**src/rtl/t05_sram_pkg.sv**
```systemverilog
// Shared definitions for the SRAM arbiter: requester count, widths,
// FSM state encoding and the per-requester SRAM region bases.
package t05_sram_pkg;

  localparam int unsigned NREQ = 3;   // histogram, tree/codebook, translation
  localparam int unsigned IW   = 2;   // requester index / pointer width
  localparam int unsigned AW   = 8;   // per-requester word index width
  localparam int unsigned DW   = 32;  // data width
  localparam int unsigned SAW  = 32;  // SRAM byte address width
  localparam int unsigned CW   = 8;   // WAIT counter width

  // FSM state encoding
  typedef logic [1:0] state_t;
  localparam state_t ST_IDLE  = 2'd0;
  localparam state_t ST_ISSUE = 2'd1;
  localparam state_t ST_WAIT  = 2'd2;
  localparam state_t ST_RESP  = 2'd3;

  // 256-word region per requester
  localparam logic [SAW-1:0] BASE0 = 32'h3300_0000;
  localparam logic [SAW-1:0] BASE1 = 32'h3300_0400;
  localparam logic [SAW-1:0] BASE2 = 32'h3300_0800;

  // Region base for requester index
  function automatic logic [SAW-1:0] region_base(input logic [IW-1:0] idx);
    case (idx)
      2'd0:    region_base = BASE0;
      2'd1:    region_base = BASE1;
      default: region_base = BASE2;
    endcase
  endfunction

  // One-hot grant to index (grant assumed one-hot or zero)
  function automatic logic [IW-1:0] onehot_idx(input logic [NREQ-1:0] oh);
    onehot_idx = 2'd0;
    if (oh[1]) onehot_idx = 2'd1;
    if (oh[2]) onehot_idx = 2'd2;
  endfunction

endpackage

```
**src/rtl/t05_rr_select.sv**
```systemverilog
// Round-robin priority select: first asserted req bit scanning upward from
// ptr, wrapping from the top requester back to 0. Purely combinational.
// Ports: req  - request vector
//        ptr  - index with highest priority
//        grant- one-hot selected requester (0 if none)
//        valid- any request present
module t05_rr_select
  import t05_sram_pkg::*;
(
  input  logic [NREQ-1:0] req,
  input  logic [IW-1:0]   ptr,
  output logic [NREQ-1:0] grant,
  output logic            valid
);

  logic [IW-1:0] idx;

  // Scan NREQ positions starting at ptr, keep the first hit
  always_comb begin
    grant = '0;
    valid = 1'b0;
    idx   = '0;
    for (int i = 0; i < int'(NREQ); i++) begin
      idx = IW'((int'(ptr) + i) % int'(NREQ));
      if (!valid && req[idx]) begin
        grant[idx] = 1'b1;
        valid      = 1'b1;
      end
    end
  end

endmodule

```
**src/rtl/t05_sram_arbiter.sv**
```systemverilog
// Round-robin arbiter giving three requesters single-word access to a
// shared SRAM manager. One transaction at a time:
// IDLE -> ISSUE (one-cycle strobe) -> WAIT (busy handshake / timeout)
// -> RESP (one-cycle ack or err) -> IDLE.
// Ports: clk, nrst          - clock, async active-low reset
//        req_i/wr_i/addr_i/wdata_i - per-requester request bundle
//        grant_o/ack_o/err_o - owner and completion pulses
//        rdata_o             - last read data
//        sram_*              - manager-side interface
module t05_sram_arbiter
  import t05_sram_pkg::*;
#(
  parameter logic [CW-1:0] TIMEOUT = 8'd255
) (
  input  logic                clk,
  input  logic                nrst,
  input  logic [NREQ-1:0]     req_i,
  input  logic [NREQ-1:0]     wr_i,
  input  logic [NREQ*AW-1:0]  addr_i,
  input  logic [NREQ*DW-1:0]  wdata_i,
  output logic [NREQ-1:0]     grant_o,
  output logic [NREQ-1:0]     ack_o,
  output logic [NREQ-1:0]     err_o,
  output logic [DW-1:0]       rdata_o,
  output logic [SAW-1:0]      sram_addr_o,
  output logic [DW-1:0]       sram_wdata_o,
  output logic [3:0]          sram_sel_o,
  output logic                sram_wen_o,
  output logic                sram_ren_o,
  input  logic [DW-1:0]       sram_rdata_i,
  input  logic                sram_busy_i
);

  state_t          state_q, state_d;
  logic [IW-1:0]   ptr_q, ptr_d;
  logic [IW-1:0]   own_q, own_d;
  logic            own_wr_q, own_wr_d;
  logic [CW-1:0]   cnt_q, cnt_d;
  logic [NREQ-1:0] grant_q, grant_d;
  logic [NREQ-1:0] ack_q, ack_d;
  logic [NREQ-1:0] err_q, err_d;
  logic [DW-1:0]   rdata_q, rdata_d;
  logic [SAW-1:0]  saddr_q, saddr_d;
  logic [DW-1:0]   swdata_q, swdata_d;
  logic [3:0]      ssel_q, ssel_d;
  logic            swen_q, swen_d;
  logic            sren_q, sren_d;

  logic [NREQ-1:0] sel_grant;
  logic            sel_valid;
  logic [IW-1:0]   sel_idx;
  logic [AW-1:0]   addr_w  [NREQ];
  logic [DW-1:0]   wdata_w [NREQ];

  // Unpack per-requester address and write-data slices
  for (genvar k = 0; k < int'(NREQ); k++) begin : g_unpack
    assign addr_w[k]  = addr_i[AW*k +: AW];
    assign wdata_w[k] = wdata_i[DW*k +: DW];
  end

  t05_rr_select u_rr_select (
    .req   (req_i),
    .ptr   (ptr_q),
    .grant (sel_grant),
    .valid (sel_valid)
  );

  assign sel_idx = onehot_idx(sel_grant);

  // Next-state and next-output logic
  always_comb begin
    state_d  = state_q;
    ptr_d    = ptr_q;
    own_d    = own_q;
    own_wr_d = own_wr_q;
    cnt_d    = cnt_q;
    grant_d  = grant_q;
    ack_d    = '0;
    err_d    = '0;
    rdata_d  = rdata_q;
    saddr_d  = saddr_q;
    swdata_d = swdata_q;
    ssel_d   = ssel_q;
    swen_d   = 1'b0;
    sren_d   = 1'b0;

    case (state_q)
      ST_IDLE: begin
        if (sel_valid) begin
          // Latch the owner's request bundle; strobe appears in ISSUE
          grant_d  = sel_grant;
          own_d    = sel_idx;
          own_wr_d = wr_i[sel_idx];
          swen_d   = wr_i[sel_idx];
          sren_d   = ~wr_i[sel_idx];
          saddr_d  = region_base(sel_idx) + SAW'({addr_w[sel_idx], 2'b00});
          swdata_d = wdata_w[sel_idx];
          ssel_d   = 4'hF;
          state_d  = ST_ISSUE;
        end
      end

      ST_ISSUE: begin
        cnt_d   = '0;
        state_d = ST_WAIT;
      end

      ST_WAIT: begin
        // cnt_q == 0 marks the first WAIT cycle, where busy may not yet be up
        if ((cnt_q != '0) && !sram_busy_i) begin
          ack_d   = grant_q;
          state_d = ST_RESP;
          if (!own_wr_q) rdata_d = sram_rdata_i;
        end else if (({1'b0, cnt_q} + 9'd1) >= {1'b0, TIMEOUT}) begin
          err_d   = grant_q;
          state_d = ST_RESP;
        end else begin
          cnt_d = cnt_q + CW'(1);
        end
      end

      ST_RESP: begin
        grant_d  = '0;
        saddr_d  = '0;
        swdata_d = '0;
        ssel_d   = '0;
        ptr_d    = (own_q == IW'(NREQ - 1)) ? '0 : own_q + IW'(1);
        state_d  = ST_IDLE;
      end

      default: state_d = ST_IDLE;
    endcase
  end

  // State and registered outputs
  always_ff @(posedge clk or negedge nrst) begin
    if (!nrst) begin
      state_q  <= ST_IDLE;
      ptr_q    <= '0;
      own_q    <= '0;
      own_wr_q <= 1'b0;
      cnt_q    <= '0;
      grant_q  <= '0;
      ack_q    <= '0;
      err_q    <= '0;
      rdata_q  <= '0;
      saddr_q  <= '0;
      swdata_q <= '0;
      ssel_q   <= '0;
      swen_q   <= 1'b0;
      sren_q   <= 1'b0;
    end else begin
      state_q  <= state_d;
      ptr_q    <= ptr_d;
      own_q    <= own_d;
      own_wr_q <= own_wr_d;
      cnt_q    <= cnt_d;
      grant_q  <= grant_d;
      ack_q    <= ack_d;
      err_q    <= err_d;
      rdata_q  <= rdata_d;
      saddr_q  <= saddr_d;
      swdata_q <= swdata_d;
      ssel_q   <= ssel_d;
      swen_q   <= swen_d;
      sren_q   <= sren_d;
    end
  end

  assign grant_o      = grant_q;
  assign ack_o        = ack_q;
  assign err_o        = err_q;
  assign rdata_o      = rdata_q;
  assign sram_addr_o  = saddr_q;
  assign sram_wdata_o = swdata_q;
  assign sram_sel_o   = ssel_q;
  assign sram_wen_o   = swen_q;
  assign sram_ren_o   = sren_q;

endmodule

```
**config.mk**
```make
export PLATFORM = sky130hd
export DESIGN_NAME = t05_sram_arbiter
export DESIGN_NICKNAME = d
export VERILOG_FILES = /design/src/rtl/t05_sram_pkg.sv /design/src/rtl/t05_rr_select.sv /design/src/rtl/t05_sram_arbiter.sv
export SDC_FILE = /design/constraint.sdc
export NUM_CORES = 1
export LEC_CHECK = 0
export BUFFER_PORTS_ARGS = -buffer_cell sky130_fd_sc_hd__buf_2
export CAP_MARGIN = 25
export CORE_AREA = 2 2 106 108
export CTS_BUF_LIST = sky130_fd_sc_hd__clkbuf_8
export CTS_CLUSTER_DIAMETER = 30
export DETAILED_ROUTE_END_ITERATION = 6
export DIE_AREA = 0 0 108 110
export MAX_ROUTING_LAYER = met4
export PLACE_DENSITY = 0.86
export SKIP_LAST_GASP = 1
export SYNTH_ARGS = -nofsm -noshare
export SYNTH_HDL_FRONTEND = slang
export SYNTH_HIERARCHICAL = 1
export SYNTH_SLANG_ARGS = --single-unit
```
**constraint.sdc**
```tcl
create_clock -name clk -period 5.4 [get_ports clk]
set_clock_uncertainty 0.2 [all_clocks]
set_input_delay 0.54 -clock clk [delete_from_list [all_inputs] [get_ports clk]]
set_output_delay 0.54 -clock clk [all_outputs]
set_load 0.01 [all_outputs]
```
==> results of run 1 <==
==> per-layer routing <==
layer	part of all wire	global-route usage	wire (um)
met5	0	-	0
met4	0.018	0.0696	249
met3	0.060	0.0347	820
met2	0.51	0.407	6920
met1	0.41	0.274	5580
==> where the power goes <==
| group | internal [uW] | switching [uW] |
|---|---|---|
| Sequential | 1040 | 175 |
| Clock | 222 | 275 |
| Combinational | 834 | 1150 |
| Total | 2100 | 1600 |
==> registers in the layout (all words and copies together) (netlist names), 2 cells and up <==
| signal | count |
|---|---|
| sram_wdata_o | 32 |
| cnt_q | 8 |
| grant_o | 2 |
| ack_o | 3 |
| ptr_q | 2 |
| rdata_o | 32 |
| own_q | 2 |
| err_o | 3 |
| sram_addr_o | 10 |
| state_q | 2 |
==> per-stage QoR <==
stage | hold slack, ns | cells | utilization | cell area [um^2] | power (uW)
2_1_floorplan | 0.0444 | 556 | - | 5370 | 2630
3_3_place_gp | 0.257 | 897 | 0.613 | 6560 | 3160
3_5_place_dp | 0.266 | 897 | 0.613 | 6560 | 3240
4_1_cts | 0.0204 | 913 | 0.632 | 6770 | 3730
5_1_grt | 0.0549 | 913 | 0.632 | 6770 | 4010
6_report | -0.00356 | 913 | 0.632 | 6770 | 3700
==> how the worst min path moves through the flow <==
| stage | from | to | cells past startpoint |
|---|---|---|---|
| after floorplan | nrst | ack_o[0] | 0 |
| after global placement | sram_wdata_o[19] | sram_wdata_o[19] | 2 |
| after detailed placement | sram_addr_o[5] | sram_addr_o[5] | 2 |
| after CTS | nrst | cnt_q[4] | 1 |
| after global routing | nrst | cnt_q[4] | 1 |
| final | nrst | err_o[0] | 1 |
==> final cells by class <==
class | instances | share of cell area
Sequential cell | 100 | 0.370
Timing Repair Buffer | 259 | 0.194
Tap cell | 140 | 0.0259
Clock inverter | 7 | 0.0124
Multi-Input combinational cell | 382 | 0.370
Clock buffer | 9 | 0.0183
Inverter | 16 | 0.00888
==> worst max-delay path, stage by stage, from the launching register on <==
cell	delay (ns)
dfrtp_1	0.41
inv_1	0.09
ha_1	0.42
a22oi_1	0.22
nor2_1	0.06
or3_1	0.37
o21ai_4	0.71
buf_4	0.47
mux2i_1	0.29
nor2_1	0.06
a21oi_1	0.13
o21ai_0	0.09
==> logic make-up (layout without fill, tap and decap cells) <==
family                   after synthesis  in the layout  share of synthesized area
AO/OA/AOI/OAI                        124            124                      0.136
XOR/XNOR                               1              1                    0.00165
multiplexers                          80             80                      0.160
adder cells (fa/ha/maj)               11             11                     0.0259
AND/OR/NAND/NOR                      148            148                      0.130
flip-flops                           100            100                      0.472
other                                  1             18                   0.000707
buffers and inverters                 74            291                     0.0750
==> cell usage after synthesis (8+ instances only) <==
cell | n | area (um^2)
dfrtp_1 | 100 | 2500
mux2_2 | 34 | 383
inv_1 | 16 | 60.1
nor2_1 | 53 | 199
buf_4 | 29 | 218
o21ai_0 | 50 | 250
nand2_1 | 56 | 210
a21oi_1 | 50 | 250
nand2b_1 | 8 | 50.1
clkbuf_1 | 24 | 90.1
mux2i_1 | 45 | 450
ha_1 | 11 | 138
==> metrics.md, run 1 <==
| Metric | Value |
|---|---|
| Launching element type of the critical path | flop |
| Number of distinct library cells after synthesis | 53 |
| Initial antenna violation count | 0 |
| Worst setup slack after placement | 1.74 ns |
| Crit. Startpoint | ptr_q[0] |
| Number of enable-type register cells in the synthesized netlist | 0 |
| Run status | finished with violations |
| Share of flip-flops with an asynchronous set or reset after synthesis | 1.00 |
| Worst supply voltage drop on vdd | 281 uV |
| Vias per inst | 5.09 |
| Detailed-route DRC error count | 0 |
| Area growth from synthesis to layout | 27.5% |
| Mapped Avg Cell Area | 9.84 um^2 |
| Cells after synthesis | 539 |
| Synthesized flop and latch total | 100 |
| Clock buffer count from CTS | 9 |
| Most used flip-flop cell after synthesis | dfrtp_1 |
| Kind of end point of the critical path | flop |
| Final setup violation count | 0 |
| Fill cell count | 919 |
| Leakage power figure | 0.00352 uW |
| Worst hold margin | -0.00356 ns |
| Final weighted congestion in routability-driven placement | 0.855 |
| Slew of the pin with the lowest slew margin | 0.917 ns |
| Top Ports | 272 |
| Area inside the core boundary | 10700 um^2 |
| Final TNS setup | 0 ns |
| Starting DRC count in detailed routing | 213 |
| End of the critical path | sram_wdata_o[30] |
| Remaining Overflow, GRT | 0 |
| Type of the setup path with the least slack | flop to flop |
| Final antenna diode count | 0 |
| Relative max-transition margin | 0.387 |
| Clock tree from TritonCTS | done |
| Reg-to-reg slack, setup | 1.74 ns |
| Count of final hold-check violations | 2 |
| Resize count post-CTS | 0 |
| Leading cell type in the layout, fill and taps excluded | buf_2 |
| Area of the mapped netlist | 5310 um^2 |
| Area used by sequential logic in the layout | 2500 um^2 |
| Power density normalized to cell area | 547 nW/um^2 |
| Pin count of the biggest net entering global routing | 54 |
| All-Layer GR Usage | 0.230 |
| Die height | 110 um |
| First-pass iteration count of the detailed router | 4 |
| Total via count in the routed design | 4647 |
| Class of the tightest hold or removal check | primary input to async pin |
| Area of the multi-input gates | 2510 um^2 |
| Cts-stage hold buffer count | 0 |
| Worst setup slack after layout | 1.74 ns |
| Clock insertion delay at the later pin of the skew report | 0.36 ns |
| Buffer count from post-CTS setup fixing | 0 |
| Synthesis warning total | 6 |
| Longest Clk Path Bufs | 2 |
| R2r endpoint | sram_wdata_o[30] |
| Max Fclk | 273 MHz |
| DP HPWL | 10500 um |
| Wire length of the first global-routing pass | 20900 um |
| Share of cells above drive strength 1 | 0.418 |
| Max_cap viols | 0 |
| Count of nets after finishing | 940 |
| Number of pins with negative max-slew slack in the final report | 0 |
| Unrepaired setup endpoints after global routing | false |
| Final Critical Period | 3.66 ns |
| Average wire per standard cell | 14.9 um |
| Post-DRT Antenna Nets | 0 |
| Critical Path RT | 5.43 ns |
| H-Tree Level Count | 3 |
| Port Buffers | 253 |
| Violations in the final reports | hold timing |
| Data arrival at the endpoint of the critical path | 3.69 ns |
| Area enclosed by the die boundary | 11900 um^2 |
| Wirelength, routed | 13600 um |
| FP Rows | 38 |
| Starting Density | 0.496 |
| Reg-to-reg startpoint | ptr_q[0] |
| Number of global-route vias before repair | 4442 |
| Share of the clock period used by the worst path after layout | 0.677 |
| Peak fanout along the critical path | 22 |
| Clock-pin slew of the registers on the worst-case setup and hold paths | 0.11 ns |
| Horiz. Die Dim | 108 um |
| Clock tree root driver cell | clkbuf_8 |
| Most frequent cells in the layout | 252 x buf_2, 100 x dfrtp_1, 56 x nand2_1 |
| Worst R2R Path Depth | 11 |
| Number of sinks driven by the clock tree | 100 |
| Sequential fraction of the synthesis area | 0.472 |
Note: power is estimated with default switching activity, not from simulation.
==> inputs of run 2 (changes only) <==
- CORE_AREA: 2 2 106 108 -> default
- CORE_UTILIZATION: default -> 47
- DIE_AREA: 0 0 108 110 -> default
- PLACE_DENSITY: 0.86 -> 0.82
- clock period: 5.4 -> 3.7 ns (I/O delays scaled with it)
==> run 2 against run 1 <==
Sequential cell count is the same. First-iteration DRC count shrank 21%. Maximum frequency grew 13%. Sequential share of layout area shrank 0.19 points. The flow now finishes without violations. Die area shrank 1.4%.
==> metrics.md, run 2 (synthesized netlist as in run 1, its figures left out) <==
| Metric | Value |
|---|---|
| DP HPWL | 10400 um (-0.65%) |
| Detail Route met2 WL | 7260 um (+4.9%) |
| Launching element type of the critical path | flop |
| Clock-pin slew of the registers on the worst-case setup and hold paths | 0.11 ns (about the same) |
| Clock tree from TritonCTS | done |
| Wirelength, routed | 13700 um (+0.86%) |
| Type of the setup path with the least slack | flop to flop |
| Unrepaired setup endpoints after global routing | false |
| Routed length on met3 | 731 um (-11%) |
| Average wire per standard cell | 14.9 um (+0.42%) |
| Net switching fraction of the power | 0.440 (+0.00662) |
| Count of nets after finishing | 943 (+0.32%) |
| Relative max-transition margin | 0.603 (+0.216) |
| Resize count post-CTS | 0 (unchanged) |
| Most frequent cells in the layout | 252 x buf_2, 100 x dfrtp_1, 56 x nand2_1 |
| Routed length on met1 | 5540 um (-0.75%) |
| Kind of end point of the critical path | flop |
| Worst setup slack after placement | 0.471 ns (-1.27 ns) |
| Wire length of the first global-routing pass | 21400 um (+2.6%) |
| Slew of the pin with the lowest slew margin | 0.593 ns (-0.323 ns) |
| Fraction of power consumed by combinational cells | 0.549 (+0.012) |
| Class of the tightest hold or removal check | primary input to flop |
| Data arrival at the endpoint of the critical path | 3.31 ns (-0.38 ns) |
| Longest Clk Path Bufs | 2 (unchanged) |
| Final TNS setup | 0 ns (unchanged) |
| Vias per inst | 5.15 (+1.1%) |
| Most frequent CP cell | nand2_1 |
| Starting Density | 0.485 (-0.0108) |
| Number of global-route vias before repair | 4613 (+3.8%) |
| First-pass iteration count of the detailed router | 4 (unchanged) |
| Leakage power figure | 0.00353 uW (+0.11%) |
| Starting DRC count in detailed routing | 168 (-21%) |
| Area inside the core boundary | 10900 um^2 (+2.2%) |
| Internal Power | 3020 uW (+44%) |
| Worst hold margin | 0.0344 ns (+0.0380 ns) |
| Worst supply voltage drop on vdd | 473 uV (+68%) |
| Number of pins with negative max-slew slack in the final report | 0 (unchanged) |
| Slowest library cell on the worst path | ha_1 |
| Peak fanout along the critical path | 44 (+100%) |
| Port Buffers | 253 (unchanged) |
| Net switching component of the power | 2370 uW (+48%) |
| Final setup violation count | 0 (unchanged) |
| Buffer count from post-CTS setup fixing | 0 (unchanged) |
| Final Critical Period | 3.24 ns (-0.418 ns) |
| Die height | 108 um (-1.6%) |
| Horiz. Die Dim | 108 um (+0.24%) |
| Clock tree root driver cell | clkbuf_8 |
| Run status | complete, no violations |
| Top Ports | 272 (unchanged) |
| Power share of the sequential group | 0.330 (+0.002) |
| Clock share of power | 0.121 (-0.013) |
| Max_cap viols | 0 (unchanged) |
| Area growth from synthesis to layout | 28.2% |
| Max Fclk | 309 MHz (+13%) |
| CP cell instances | inv_1 -> ha_1 -> a22oi_1 -> nor2_1 -> or3_1 -> or2_1 -> nand2_1 -> a21boi_4 -> buf_4 -> nand2_1 -> o21ai_0 |
| Post-DRT Antenna Nets | 0 (unchanged) |
| H-Tree Level Count | 3 (unchanged) |
| Share of cells above drive strength 1 | 0.419 (+0.000962) |
| Area enclosed by the die boundary | 11700 um^2 (-1.4%) |
| Clock buffer count from CTS | 9 (unchanged) |
| Count of final hold-check violations | 0 (-2) |
| Pin count of the biggest net entering global routing | 84 (+56%) |
| Leading cell type in the layout, fill and taps excluded | buf_2 |
| Initial antenna violation count | 0 (unchanged) |
| Critical Path RT | 3.77 ns (-1.66 ns) |
| Final weighted congestion in routability-driven placement | 0.913 (+6.7%) |
| Share of the clock period used by the worst path after layout | 0.876 (+0.198) |
| Worst setup slack after layout | 0.460 ns (-1.28 ns) |
| FP Rows | 38 (unchanged) |
| Power density normalized to cell area | 792 nW/um^2 (+45%) |
| Total via count in the routed design | 4719 (+1.5%) |
| DR top layer | met4 |
| Delay of the slowest critical-path stage | 0.42 ns (-0.29 ns) |
| Detailed-route DRC error count | 0 (unchanged) |
| Number of sinks driven by the clock tree | 100 (unchanged) |
| Remaining Overflow, GRT | 0 (unchanged) |
| All-Layer GR Usage | 0.240 (+0.00967) |
| Clock insertion delay at the later pin of the skew report | 0.35 ns (about the same) |
| Fill cell count | 913 (-0.65%) |
[run 2: power by group through the flow]
stage / Combinational, uW / Sequential, uW / Clock (uW)
5_1_grt: 3300 / 1830 / 728
2_1_floorplan: 1920 / 1920 / 0
6_report: 2960 / 1780 / 652
3_5_place_dp: 2990 / 1790 / 0
4_1_cts: 2980 / 1780 / 681
3_3_place_gp: 2840 / 1770 / 0
[run 2: per-stage QoR]
stage / cells / total power, uW / util / instance area [um^2]
detailed placement: 898 / 4780 / 0.601 / 6580
CTS: 914 / 5440 / 0.618 / 6760
global placement: 898 / 4610 / 0.601 / 6580
finish: 917 / 5390 / 0.622 / 6800
floorplan: 556 / 3840 / - / 5370
global route: 916 / 5860 / 0.622 / 6800
[run 2: layout make-up]
| type | instances | area, um^2 | share of cell area |
|---|---|---|---|
| Antenna cell | 1 | 2.50 | 0.000368 |
| Inverter | 16 | 60.1 | 0.00883 |
| Tap cell | 140 | 175 | 0.0258 |
| Timing Repair Buffer | 262 | 1370 | 0.202 |
| Sequential cell | 100 | 2500 | 0.368 |
| Multi-Input combinational cell | 382 | 2510 | 0.369 |
| Clock inverter | 7 | 58.8 | 0.00865 |
| Clock buffer | 9 | 124 | 0.0182 |
[run 2: per-layer routing]
metal / up-vias / GRT usage
li1: 2286 / -
met1: 2212 / 0.273
met2: 206 / 0.425
met3: 15 / 0.0386
met4: 0 / 0.0859
met5: - / -
[run 2: worst max-delay path, delay by kind of cell, from the launching register on]
| family | cells | cell delay, ns |
|---|---|---|
| adder cells (fa/ha/maj) | 1 | 0.42 |
| AND/OR/NAND/NOR | 5 | 1.07 |
| buffers and inverters | 2 | 0.50 |
| flip-flops | 1 | 0.40 |
| AO/OA/AOI/OAI | 3 | 0.55 |
[run 2: final timing paths]
check	start	endpoint	slack, ns	cells after the start
worst max-delay path	ptr_q[0]	sram_wdata_o[24]	0.46	11
worst min-delay path	sram_rdata_i[9]	rdata_o[9]	0.03	2
worst max register to register	ptr_q[0]	sram_wdata_o[24]	0.46	11
worst min register to register	sram_wdata_o[9]	sram_wdata_o[9]	0.29	2
max in group asynchronous	nrst	sram_addr_o[4]	2.22	4
min in group asynchronous	nrst	sram_wdata_o[7]	0.19	2
[run 2: what timing repair did]
item / CTS / global route
hold buffers: 0 / 1
setup endpoints to repair: 0 / 0
hold endpoints to repair: 0 / 82
==> inputs of run 3 (changes only) <==
- PLACE_DENSITY: 0.82 -> default
- PLACE_DENSITY_LB_ADDON: default -> 0.15
==> run 3 against run 2 <==
Sequential share of layout area up 0.12 points. Register-to-register slack better by 0.09 ns. Critical endpoint is now sram_wdata_o[21]. Combinational power hardly changed. Cell count did not move. Routed wire length decreased by 1.9%. Highest routed layer unchanged. Clock power barely moved. Utilization down 0.21 points. Non-clock buffer count unchanged. Critical path depth unchanged.
==> metrics.md, run 3 (synthesized netlist as in run 1, its figures left out) <==
| Metric | Value |
|---|---|
| Run status | complete, no violations |
| Number of pins with negative max-slew slack in the final report | 0 (unchanged) |
| Power share of the sequential group | 0.328 (-0.002) |
| Final weighted congestion in routability-driven placement | 0.867 (-5.0%) |
| Top Ports | 272 (unchanged) |
| Launching element type of the critical path | flop |
| Worst supply voltage drop on vdd | 404 uV (-15%) |
| Area of the multi-input gates | 2510 um^2 (unchanged) |
| Net switching fraction of the power | 0.438 (-0.00228) |
| CP cell instances | inv_1 -> ha_1 -> a22oi_1 -> nor2_1 -> or3_1 -> o21ai_4 -> buf_4 -> mux2i_1 -> nor2_1 -> a21oi_1 -> o21ai_0 |
| Die height | 108 um (unchanged) |
| Unrepaired setup endpoints after global routing | false |
| Horiz. Die Dim | 108 um (unchanged) |
| Max_cap viols | 0 (unchanged) |
| Buffer count from post-CTS setup fixing | 0 (unchanged) |
| Most frequent CP cell | nor2_1 |
| Number of sinks driven by the clock tree | 100 (unchanged) |
| Clock buffer count from CTS | 9 (unchanged) |
| Number of global-route vias before repair | 4307 (-6.6%) |
| Remaining Overflow, GRT | 0 (unchanged) |
| Fraction of power consumed by combinational cells | 0.551 (+0.002) |
| Starting Density | 0.485 (unchanged) |
| Kind of end point of the critical path | flop |
| Area enclosed by the die boundary | 11700 um^2 (unchanged) |
| Slew of the pin with the lowest slew margin | 0.815 ns (+0.222 ns) |
| Share of the clock period used by the worst path after layout | 0.852 (-0.0241) |
| Area growth from synthesis to layout | 27.7% |
| Peak fanout along the critical path | 28 (-36%) |
| Clock insertion delay at the later pin of the skew report | 0.36 ns (about the same) |
| Fill cell count | 954 (+4.5%) |
| Relative max-transition margin | 0.457 (-0.146) |
| Count of final hold-check violations | 0 (unchanged) |
| DR top layer | met4 |
| Internal Power | 3030 uW (+0.42%) |
| Count of nets after finishing | 943 (unchanged) |
| Post-DRT Antenna Nets | 0 (unchanged) |
| Pin count of the biggest net entering global routing | 67 (-20%) |
| Clock tree root driver cell | clkbuf_8 |
| Average wire per standard cell | 14.6 um (-1.9%) |
| All-Layer GR Usage | 0.234 (-0.00557) |
| Delay of the slowest critical-path stage | 0.44 ns (+0.02 ns) |
| Detail Route met2 WL | 6880 um (-5.3%) |
| Wirelength, routed | 13400 um (-1.9%) |
| Worst setup slack after layout | 0.549 ns (+0.0894 ns) |
| Leading cell type in the layout, fill and taps excluded | buf_2 |
| Data arrival at the endpoint of the critical path | 3.19 ns (-0.12 ns) |
| Net switching component of the power | 2360 uW (-0.50%) |
| Leakage power figure | 0.00354 uW (+0.29%) |
| Port Buffers | 253 (unchanged) |
| Max Fclk | 317 MHz (+2.8%) |
| Type of the setup path with the least slack | flop to flop |
| H-Tree Level Count | 3 (unchanged) |
| Cells on Worst Hold Path | 2 (unchanged) |
| Area used by sequential logic in the layout | 2500 um^2 (unchanged) |
| Power density normalized to cell area | 795 nW/um^2 (+0.35%) |
| Cts-stage hold buffer count | 1 (+1) |
| First-pass iteration count of the detailed router | 4 (unchanged) |
| Wire length of the first global-routing pass | 20600 um (-3.7%) |
| Clock-pin slew of the registers on the worst-case setup and hold paths | 0.10 ns (about the same) |
| Detailed-route DRC error count | 0 (unchanged) |
| Total via count in the routed design | 4648 (-1.5%) |
| Clock share of power | 0.121 (about the same) |
| Share of cells above drive strength 1 | 0.419 (unchanged) |
| Most frequent cells in the layout | 252 x buf_2, 100 x dfrtp_1, 56 x nand2_1 |
| Initial antenna violation count | 0 (unchanged) |
| Vias per inst | 5.07 (-1.5%) |
| FP Rows | 38 (unchanged) |
| Area inside the core boundary | 10900 um^2 (unchanged) |
| Final TNS setup | 0 ns (unchanged) |
| Final Critical Period | 3.15 ns (-0.0894 ns) |
| Worst hold margin | 0.0307 ns (-0.00375 ns) |
| Starting DRC count in detailed routing | 138 (-18%) |
| Routed length on met1 | 5550 um (+0.27%) |
| Critical Path RT | 3.74 ns (-0.03 ns) |
| Clock tree from TritonCTS | done |
| Longest Clk Path Bufs | 2 (unchanged) |
| Final setup violation count | 0 (unchanged) |
| Worst setup slack after placement | 0.573 ns (+0.101 ns) |
| Resize count post-CTS | 0 (unchanged) |
| DP HPWL | 10300 um (-1.5%) |
| Routed length on met3 | 766 um (+4.8%) |
| Class of the tightest hold or removal check | primary input to flop |
| Worst R2R Path Depth | 11 (unchanged) |
| Slowest library cell on the worst path | buf_4 |
run 3: layout make-up:
class | instances | area share
Clock buffer | 9 | 0.0183
Multi-Input combinational cell | 382 | 0.370
Inverter | 16 | 0.00886
Sequential cell | 100 | 0.369
Antenna cell | 1 | 0.000369
Tap cell | 140 | 0.0258
Timing Repair Buffer | 262 | 0.199
Clock inverter | 7 | 0.00831
run 3: power groups by stage:
| stage | logic [uW] | registers [uW] | clock network [uW] |
|---|---|---|---|
| after floorplan | 1920 | 1920 | 0 |
| after global placement | 2910 | 1770 | 0 |
| after detailed placement | 3000 | 1790 | 0 |
| after CTS | 2990 | 1770 | 680 |
| after global routing | 3300 | 1830 | 726 |
| final | 2970 | 1770 | 653 |
run 3: critical path: cells and delay by family (launching register included):
family | cells | cell delay [ns]
compound gates | 4 | 0.68
buf+inv | 2 | 0.51
simple gates | 3 | 0.50
fa+ha+maj | 1 | 0.42
flops | 1 | 0.40
mux | 1 | 0.29
run 3: final timing paths:
| path | slack, ns | endpoint | start |
|---|---|---|---|
| max | 0.55 | sram_wdata_o[21] | ptr_q[0] |
| min | 0.03 | rdata_o[5] | sram_rdata_i[5] |
| max reg2reg | 0.55 | sram_wdata_o[21] | ptr_q[0] |
| min reg2reg | 0.28 | sram_wdata_o[12] | sram_wdata_o[12] |
| max in group asynchronous | 1.87 | rdata_o[12] | nrst |
| min in group asynchronous | 0.43 | rdata_o[20] | nrst |
run 3: through the flow:
stage / cell area (um^2) / instances / total power, uW / util
2_1_floorplan: 5370 / 556 / 3840 / -
3_5_place_dp: 6590 / 899 / 4790 / 0.602
5_1_grt: 6780 / 916 / 5850 / 0.620
3_3_place_gp: 6590 / 899 / 4680 / 0.602
6_report: 6780 / 917 / 5390 / 0.620
4_1_cts: 6780 / 916 / 5440 / 0.620
run 3: routing by layer:
metal	track usage	vias up
met5	-	-
met4	0.0859	0
met3	0.0398	19
met2	0.404	172
met1	0.275	2185
li1	-	2272
